===== config.mk =====
export PLATFORM = sky130hd
export DESIGN_NAME = stream_mux_rr
export DESIGN_NICKNAME = d
export VERILOG_FILES = /design/src/rtl/stream_mux_rr.sv
export SDC_FILE = /design/constraint.sdc
export NUM_CORES = 1
export LEC_CHECK = 0
export ABC_AREA = 1
export CORE_ASPECT_RATIO = 1.1
export CORE_MARGIN = 10
export CORE_UTILIZATION = 40
export DETAILED_ROUTE_END_ITERATION = 12
export MAX_ROUTING_LAYER = met4
export PLACE_DENSITY = 0.87
export SLEW_MARGIN = 20
export SYNTH_ARGS = -nofsm -noshare
export SYNTH_HDL_FRONTEND = slang
export SYNTH_SLANG_ARGS = --single-unit

===== constraint.sdc =====
create_clock -name clk -period 9.55 [get_ports clk]
set_clock_uncertainty 0.2 [all_clocks]
set_input_delay 2.865 -clock clk [delete_from_list [all_inputs] [get_ports clk]]
set_output_delay 2.865 -clock clk [all_outputs]
set_load 0.01 [all_outputs]

===== src/rtl/stream_mux_rr.sv =====
// stream_mux_rr
// Registered N-channel stream multiplexer with valid/ready handshakes on
// every input and on the output. Each transfer takes one channel, picked
// either by an explicit select code (fixed mode) or by round-robin
// arbitration over the requesting channels. The chosen data sits in a
// single output register stage.
//
// Parameters:
//   WIDTH    - data width per channel
//   CHANNELS - number of input channels (>= 2, any count)
//   SEL_W    - derived width of the select / channel-tag fields
//
// Ports:
//   clk       - clock, rising edge
//   reset     - asynchronous, active-high reset
//   in_data   - flattened inputs, channel i at [i*WIDTH +: WIDTH]
//   in_valid  - per-channel valid
//   in_ready  - per-channel ready, at most one bit high
//   mode      - 0 = fixed select, 1 = round-robin
//   sel       - channel index used in fixed mode
//   out_data  - registered selected data
//   out_chan  - index of the channel that supplied out_data
//   out_valid - output register holds data
//   out_ready - consumer accepts out_data this cycle
module stream_mux_rr #(
  parameter  int WIDTH    = 16,
  parameter  int CHANNELS = 8,
  localparam int SEL_W    = $clog2(CHANNELS)
) (
  input  logic                      clk,
  input  logic                      reset,
  input  logic [CHANNELS*WIDTH-1:0] in_data,
  input  logic [CHANNELS-1:0]       in_valid,
  output logic [CHANNELS-1:0]       in_ready,
  input  logic                      mode,
  input  logic [SEL_W-1:0]          sel,
  output logic [WIDTH-1:0]          out_data,
  output logic [SEL_W-1:0]          out_chan,
  output logic                      out_valid,
  input  logic                      out_ready
);

  // Every SEL_W-bit code has a slot here; codes beyond the last real
  // channel read as "not valid", so an out-of-range sel simply never grants.
  localparam int PAD = 1 << SEL_W;

  logic [WIDTH-1:0]    out_data_reg, out_data_next;
  logic [SEL_W-1:0]    out_chan_reg, out_chan_next;
  logic                out_valid_reg, out_valid_next;
  logic [SEL_W-1:0]    ptr_reg, ptr_next;

  logic [PAD-1:0]      valid_pad;
  logic [WIDTH-1:0]    chan_data [CHANNELS];
  logic [CHANNELS-1:0] rr_mask;
  logic [CHANNELS-1:0] rr_hi;
  logic                grant_any;
  logic [SEL_W-1:0]    grant_idx;
  logic [WIDTH-1:0]    sel_data;
  logic                can_load;
  logic                load;

  // Index of the lowest set bit; zero when the vector is empty (callers
  // only use the result when some bit is set).
  function automatic logic [SEL_W-1:0] lowest_idx(input logic [CHANNELS-1:0] v);
    lowest_idx = '0;
    for (int i = CHANNELS - 1; i >= 0; i--) begin
      if (v[i]) lowest_idx = SEL_W'(i);
    end
  endfunction

  generate
    for (genvar gi = 0; gi < PAD; gi++) begin : g_pad
      if (gi < CHANNELS) begin : g_real
        assign valid_pad[gi] = in_valid[gi];
      end else begin : g_none
        assign valid_pad[gi] = 1'b0;
      end
    end

    for (genvar gi = 0; gi < CHANNELS; gi++) begin : g_chan
      assign chan_data[gi] = in_data[gi*WIDTH +: WIDTH];
    end
  endgenerate

  // Channels at or above the pointer get first pick; if none of them is
  // requesting, the scan wraps around to the lowest requester overall.
  assign rr_mask = {CHANNELS{1'b1}} << ptr_reg;
  assign rr_hi   = in_valid & rr_mask;

  always_comb begin
    grant_any = 1'b0;
    grant_idx = '0;
    if (mode) begin
      grant_any = |in_valid;
      grant_idx = (|rr_hi) ? lowest_idx(rr_hi) : lowest_idx(in_valid);
    end else begin
      grant_any = valid_pad[sel];
      grant_idx = sel;
    end
  end

  always_comb begin
    sel_data = '0;
    for (int i = 0; i < CHANNELS; i++) begin
      if (grant_idx == SEL_W'(i)) sel_data = chan_data[i];
    end
  end

  assign can_load = !out_valid_reg || out_ready;
  assign load     = grant_any && can_load;

  // Ready is forced low while reset is held so no producer sees a
  // handshake that the cleared register would then lose.
  generate
    for (genvar gi = 0; gi < CHANNELS; gi++) begin : g_ready
      assign in_ready[gi] = load && !reset && (grant_idx == SEL_W'(gi));
    end
  endgenerate

  always_comb begin
    out_data_next  = out_data_reg;
    out_chan_next  = out_chan_reg;
    out_valid_next = out_valid_reg;
    ptr_next       = ptr_reg;
    if (load) begin
      out_data_next  = sel_data;
      out_chan_next  = grant_idx;
      out_valid_next = 1'b1;
      // Only round-robin transfers move the pointer past the winner.
      if (mode) begin
        ptr_next = (grant_idx == SEL_W'(CHANNELS - 1)) ? '0 : grant_idx + SEL_W'(1);
      end
    end else if (out_valid_reg && out_ready) begin
      out_valid_next = 1'b0;
    end
  end

  always_ff @(posedge clk or posedge reset) begin
    if (reset) begin
      out_data_reg  <= '0;
      out_chan_reg  <= '0;
      out_valid_reg <= 1'b0;
      ptr_reg       <= '0;
    end else begin
      out_data_reg  <= out_data_next;
      out_chan_reg  <= out_chan_next;
      out_valid_reg <= out_valid_next;
      ptr_reg       <= ptr_next;
    end
  end

  assign out_data  = out_data_reg;
  assign out_chan  = out_chan_reg;
  assign out_valid = out_valid_reg;

endmodule


# [After elaboration in Yosys (flattened, before gate mapping)]
# Index checks and enable logic that the tools add are counted.
[word_totals] elab_cells=66 ff_bits=23 out_inout_bits=28
[classes] shift=1 n_mux=32 magnitude_cmp=1 bitwise=1 addsub=1 n_reduce_logical=19 eq_ne=7
[op_table] cell="16-bit two-way mux" n=8
[op_table] cell="3-bit two-way mux" n=19
[op_table] cell="8-bit OR reduction" n=2
[op_table] cell="3-bit == test, second input constant" n=4
[op_table] cell="1-bit logical AND" n=11
[op_table] cell="8-bit AND" n=1
[op_table] cell="8-bit by 3-bit left shift with 8-bit output, first input constant" n=1
[op_table] cell="3-bit by 2-bit == test with 1-bit output, second input constant" n=2
[op_table] cell="3-bit by 4-bit < comparator with 1-bit output, second input constant" n=1
[op_table] cell="1-bit two-way mux" n=4
[op_table] cell="3-bit by 1-bit adder with 3-bit output, second input constant" n=1
[op_table] cell="1-bit binary-select mux with 3-bit select" n=1
[op_table] cell="3-bit by 1-bit == test with 1-bit output, second input constant" n=1
[op_table] cell="3-bit zero test" n=1
[op_table] cell="1-bit zero test" n=2
[op_table] cell="2-bit AND reduction" n=1
[op_table] cell="2-bit nonzero test" n=1
[op_table] cell="1-bit logical OR" n=1

# [Depth between registers and ports, before layout]
[depth] ltp_word=21 depth_mapped=26 mapped_depth_nobuf=23

# [Worst setup path after synthesis]
# No wires, ideal clock.
[synth_path] path_kind="input to output" startpoint="input port in_valid[5]" endpoint="output port in_ready[3]" arrival_ns=4.942 slack_ns=1.543 stages=14 required_ns=6.485 cell_sequence="inv_1 > a21oi_1 > a21oi_1 > o22ai_1 > a21oi_1 > o21ai_0 > o21ai_0 > inv_1 > ha_1 > ha_1 > clkbuf_1 > clkinv_1 > clkbuf_1 > nor2_1"
[synth_via] elab_chain_len=11
[synth_lines] element="from (decl)" line="33" text="input logic [CHANNELS-1:0] in_valid,"
[synth_lines] element="8-bit AND" line="88" text="assign rr_hi = in_valid & rr_mask;"
[synth_lines] element="3-bit two-way mux (6 in series)" line="67" text="if (v[i]) lowest_idx = SEL_W'(i);"
[synth_lines] element="3-bit two-way mux *" line="95" text="grant_idx = (|rr_hi) ? lowest_idx(rr_hi) : lowest_idx(in_valid);"
[synth_lines] element="3-bit two-way mux *" line="93" text="if (mode) begin"
[synth_lines] element="named net grant_idx[0]" line="57" text="logic [SEL_W-1:0] grant_idx;"
[synth_lines] element="3-bit by 2-bit == test with 1-bit output *" line="116" text="assign in_ready[gi] = load && !reset && (grant_idx == SEL_W'(gi));"
[synth_lines] element="1-bit logical AND *" line="116"
[synth_lines] element="to (decl)" line="34" text="output logic [CHANNELS-1:0] in_ready,"
# Mark *: on every way through the listed nets, which the timed path passes. The rest lies on a longest branch. The select of a mux whose other input is x is not followed.

# [Worst setup path in the final report]
[layout_path] startpoint="input port in_valid[5]" endpoint="output port in_ready[1]"
[layout_via] elab_chain_len=11
[layout_lines] element="8-bit AND" line="88"
[layout_lines] element="3-bit two-way mux (6 in series)" line="67"
[layout_lines] element="3-bit two-way mux *" line="95"
[layout_lines] element="3-bit two-way mux *" line="93"
[layout_lines] element="named net grant_idx[0]" line="57"
[layout_lines] element="3-bit by 1-bit == test with 1-bit output *" line="116"
[layout_lines] element="1-bit logical AND *" line="116"
# Marked as above.

==> impl_summary.txt <==
----------------------------------------------------
[Run status]
  Run status ... finished, final reports clean

[Yosys]
  Post-synthesis average cell area ... 5.42 sq um
  Leading area contributor after synthesis ... sky130_fd_sc_hd__nand2_1
  Most frequently used flop master after synthesis ... sky130_fd_sc_hd__dfrtp_1
  Main area contributors after synthesis ... sky130_fd_sc_hd__nand2_1, sky130_fd_sc_hd__dfrtp_1, sky130_fd_sc_hd__inv_1, sky130_fd_sc_hd__nand4_1, sky130_fd_sc_hd__nor2_1
  Most repeated cell in the gate-level netlist after synthesis ... sky130_fd_sc_hd__nand2_1
  Top cells by instance count after synthesis ... sky130_fd_sc_hd__nand2_1, sky130_fd_sc_hd__inv_1, sky130_fd_sc_hd__nor2_1
  Top cell type's share of synthesized area ... 22.4%
  Synth unique cells ... 35
  Total nets after synthesis ... 766
  Syn. warnings ... 0
  Number of enable flip-flop cells after synthesis ... 0
  Number of storage elements in the synthesis netlist ... 23
  Share of async-settable or async-resettable flops after synthesis ... 100%
  Cells after Synth ... 617
  Area of the mapped netlist ... 3340 sq um
  Post-synthesis sequential area ratio ... 17.2%

[Timing]
  Transition time of the tightest slew-check pin ... 980 ps
  Fin. Hold Viols ... 0
  Unrepaired setup endpoints after global routing ... no
  Final min period ... 8940 ps
  Period utilisation layout ... 93.7%
  Final setup fails ... 0
  Setup TNS Final ... 0 ps
  F_max ... 112 MHz
  Slew Viols, Final ... 0
  Final setup slack of the worst path ... 606 ps
  Worst slew margin relative to its limit ... 34.2%

[Min path]
  Type of the worst min-delay path ... register to register

[Routing]
  Initial DRC count ... 258
  M1 WL ... 5300 um
  Average wire length per cell after detail routing ... 15.6 um
  Count of unresolved DRC violations after routing ... 0
  Antenna-violating nets left ... 0
  Met2 wire len ... 6850 um
  Detail-routed via count per cell ... 5.11
  Total wire length after detailed routing ... 13,500 um
  First-pass iteration count of the detailed router ... 4
  Number of vias after detailed routing ... 4,439
  Routed wire length on met3 ... 861 um
  Highest Signal Layer ... met4

[Clocking]
  Sinks on the clock net ... 23
  Clock buffer count from CTS ... 3
  Worst-path clk slew ... 80 ps
  Hold buffers post-CTS ... 0
  H-tree depth ... 1
  Root Buffer ... sky130_fd_sc_hd__clkbuf_8
  Clock network latency to the later pin of the worst-skew pair ... 270 ps
  Count of cells resized by post-cts repair ... 0
  # Post-CTS Setup Buffers ... 0
  CTS tree ... done
  Max clock buf depth ... 2

[Global route]
  Global-route wire length before repair ... 21,600 um
  Overall global routing resource usage ... 21.8%
  Antenna violations before repair ... 0
  Vias in the first global route ... 4,506
  Pin count of the biggest net entering global routing ... 50
  Grt ovf ... 0

[Floorplanning]
  Number of top-level pins ... 171
  Initial standard-cell utilization of the core ... 41.6%
  Core box area ... 8040 sq um
  Die width ... 107 um
  Die area ... 12,400 sq um
  Vertical extent of the die ... 116 um
  Number of rows created at floorplan ... 34

[Job]
  Count of max-cap constraint violations ... 0

[Final layout]
  Final Core Density ... 63.1%
  Largest register FFs ... 16
  Area growth from synthesis to layout ... 51.7%
  Number of diodes added for antenna fixing ... 0
  FILL cells ... 752
  Fin nets ... 910
  Fraction of layout instances using a drive strength above 1 ... 5.66%

[Placed design]
  Weighted congestion at the end of routability-driven global placement ... 0.955
  HPWL after detailed placement ... 11,000 um
  Post-Place Setup Slack ... 643 ps
  Number of buffers added on ports ... 170

[Worst setup path]
  Required time worst endpoint ... 6490 ps
  Critical Setup Path Class ... input pin to primary output
  Worst EP arrival ... 5880 ps
  Kind of end point of the critical path ... primary output
  CP Max Fanout ... 33
  Startpoint types ... input pin

[Pwr]
  Worst VDD drop ... 82.6 uV
  Pwr Density ... 162 nW/um^2
  P_leak ... 0.00262 uW

----------------------------------------------------
critical path, cell delays in order:
cell and delay (ps):
sky130_fd_sc_hd__clkdlybuf4s50_1 490, sky130_fd_sc_hd__inv_1 80, sky130_fd_sc_hd__a21oi_1 260, sky130_fd_sc_hd__a21oi_1 80, sky130_fd_sc_hd__o22ai_1 160, sky130_fd_sc_hd__a21oi_1 90
sky130_fd_sc_hd__o21ai_0 130, sky130_fd_sc_hd__o21ai_0 220, sky130_fd_sc_hd__inv_1 170, sky130_fd_sc_hd__ha_1 240, sky130_fd_sc_hd__buf_4 340, sky130_fd_sc_hd__nand2_1 90
sky130_fd_sc_hd__nor2_1 110, sky130_fd_sc_hd__clkdlybuf4s50_1 560
stage by stage:
step | area, sq um | instances | total power (uW) | hold slack [ps]
finish | 5070 | 868 | 821 | 285
global route | 5070 | 868 | 905 | 310
CTS | 5070 | 868 | 822 | 290
detailed placement | 5030 | 864 | 759 | 269
global placement | 5030 | 864 | 744 | 262
floorplan | 3340 | 617 | 537 | 315
power breakdown:
part	internal, uW	total, uW	switching [uW]
sequential	137	168	30.7
clock	29.9	60.9	31.0
combinational	253	592	340
total	420	821	401
cell families after synthesis:
group / count (synthesis) / share of synthesized area [%]
compound gates: 65 / 11.6
fa+ha+maj: 6 / 2.24
buf+inv: 145 / 18.4
simple gates: 378 / 50.5
flops: 23 / 17.2
layout by cell type (no fill, tap or decap):
cell                              netlist  routed
sky130_fd_sc_hd__nand2_1              200     200
sky130_fd_sc_hd__clkdlybuf4s50_1        0     170
sky130_fd_sc_hd__inv_1                 85      84
sky130_fd_sc_hd__nor2_1                63      63
sky130_fd_sc_hd__nand4_1               49      49
sky130_fd_sc_hd__nand3_1               37      37
sky130_fd_sc_hd__a21oi_1               26      26
sky130_fd_sc_hd__dfrtp_1               23      23
sky130_fd_sc_hd__clkinv_1              15      16
sky130_fd_sc_hd__o21ai_0               16      16
sky130_fd_sc_hd__buf_4                  3      10
sky130_fd_sc_hd__or2_1                  9       9
sky130_fd_sc_hd__o21ai_1                9       9
sky130_fd_sc_hd__or2_2                  7       7
sky130_fd_sc_hd__ha_1                   6       6
sky130_fd_sc_hd__nand2_2                5       5
sky130_fd_sc_hd__inv_2                  4       4
sky130_fd_sc_hd__o21ai_2                4       4
sky130_fd_sc_hd__clkbuf_8               0       3
sky130_fd_sc_hd__a21oi_2                2       2
sky130_fd_sc_hd__nand3_2                2       2
sky130_fd_sc_hd__nor3_1                 2       2
sky130_fd_sc_hd__o211ai_1               2       2
sky130_fd_sc_hd__a21oi_4                1       1
sky130_fd_sc_hd__nor2_2                 1       1
sky130_fd_sc_hd__nor2_4                 1       1
sky130_fd_sc_hd__a21boi_4               1       1
sky130_fd_sc_hd__nor2_8                 1       1
sky130_fd_sc_hd__nand2_4                1       1
sky130_fd_sc_hd__o211a_1                1       1
sky130_fd_sc_hd__o22ai_1                1       1
sky130_fd_sc_hd__a31oi_1                1       1
sky130_fd_sc_hd__a22oi_1                1       1
sky130_fd_sc_hd__clkbuf_1              18       1
layer usage:
layer,global-route usage [%],up-vias
met5,-,-
met4,8.76,0
met3,3.83,36
met2,38.5,202
met1,23.7,1989
li1,-,2212
worst paths after layout:
| check | from | end | slack [ps] | cells after the start |
|---|---|---|---|---|
| max in group asynchronous | reset | out_data[15] | 6110 | 3 |
| min reg2reg | out_data[10] | out_data[10] | 280 | 2 |
| max | in_valid[5] | in_ready[1] | 610 | 14 |
| min | out_data[10] | out_data[10] | 280 | 2 |
| max reg2reg | ptr_reg[2] | out_data[0] | 6170 | 21 |
| min in group asynchronous | reset | out_data[2] | 2810 | 3 |
area by class of cell:
type	count	area, sq um	area share (%)
clock buffers	4	45.0	0.888
repair buffers	180	1780	35.0
well taps	108	135	2.66
flip-flops and latches	23	576	11.3
inverters	104	390	7.69
multi-input cells	449	2150	42.4
No activity file was read; power rests on OpenSTA's default activity.
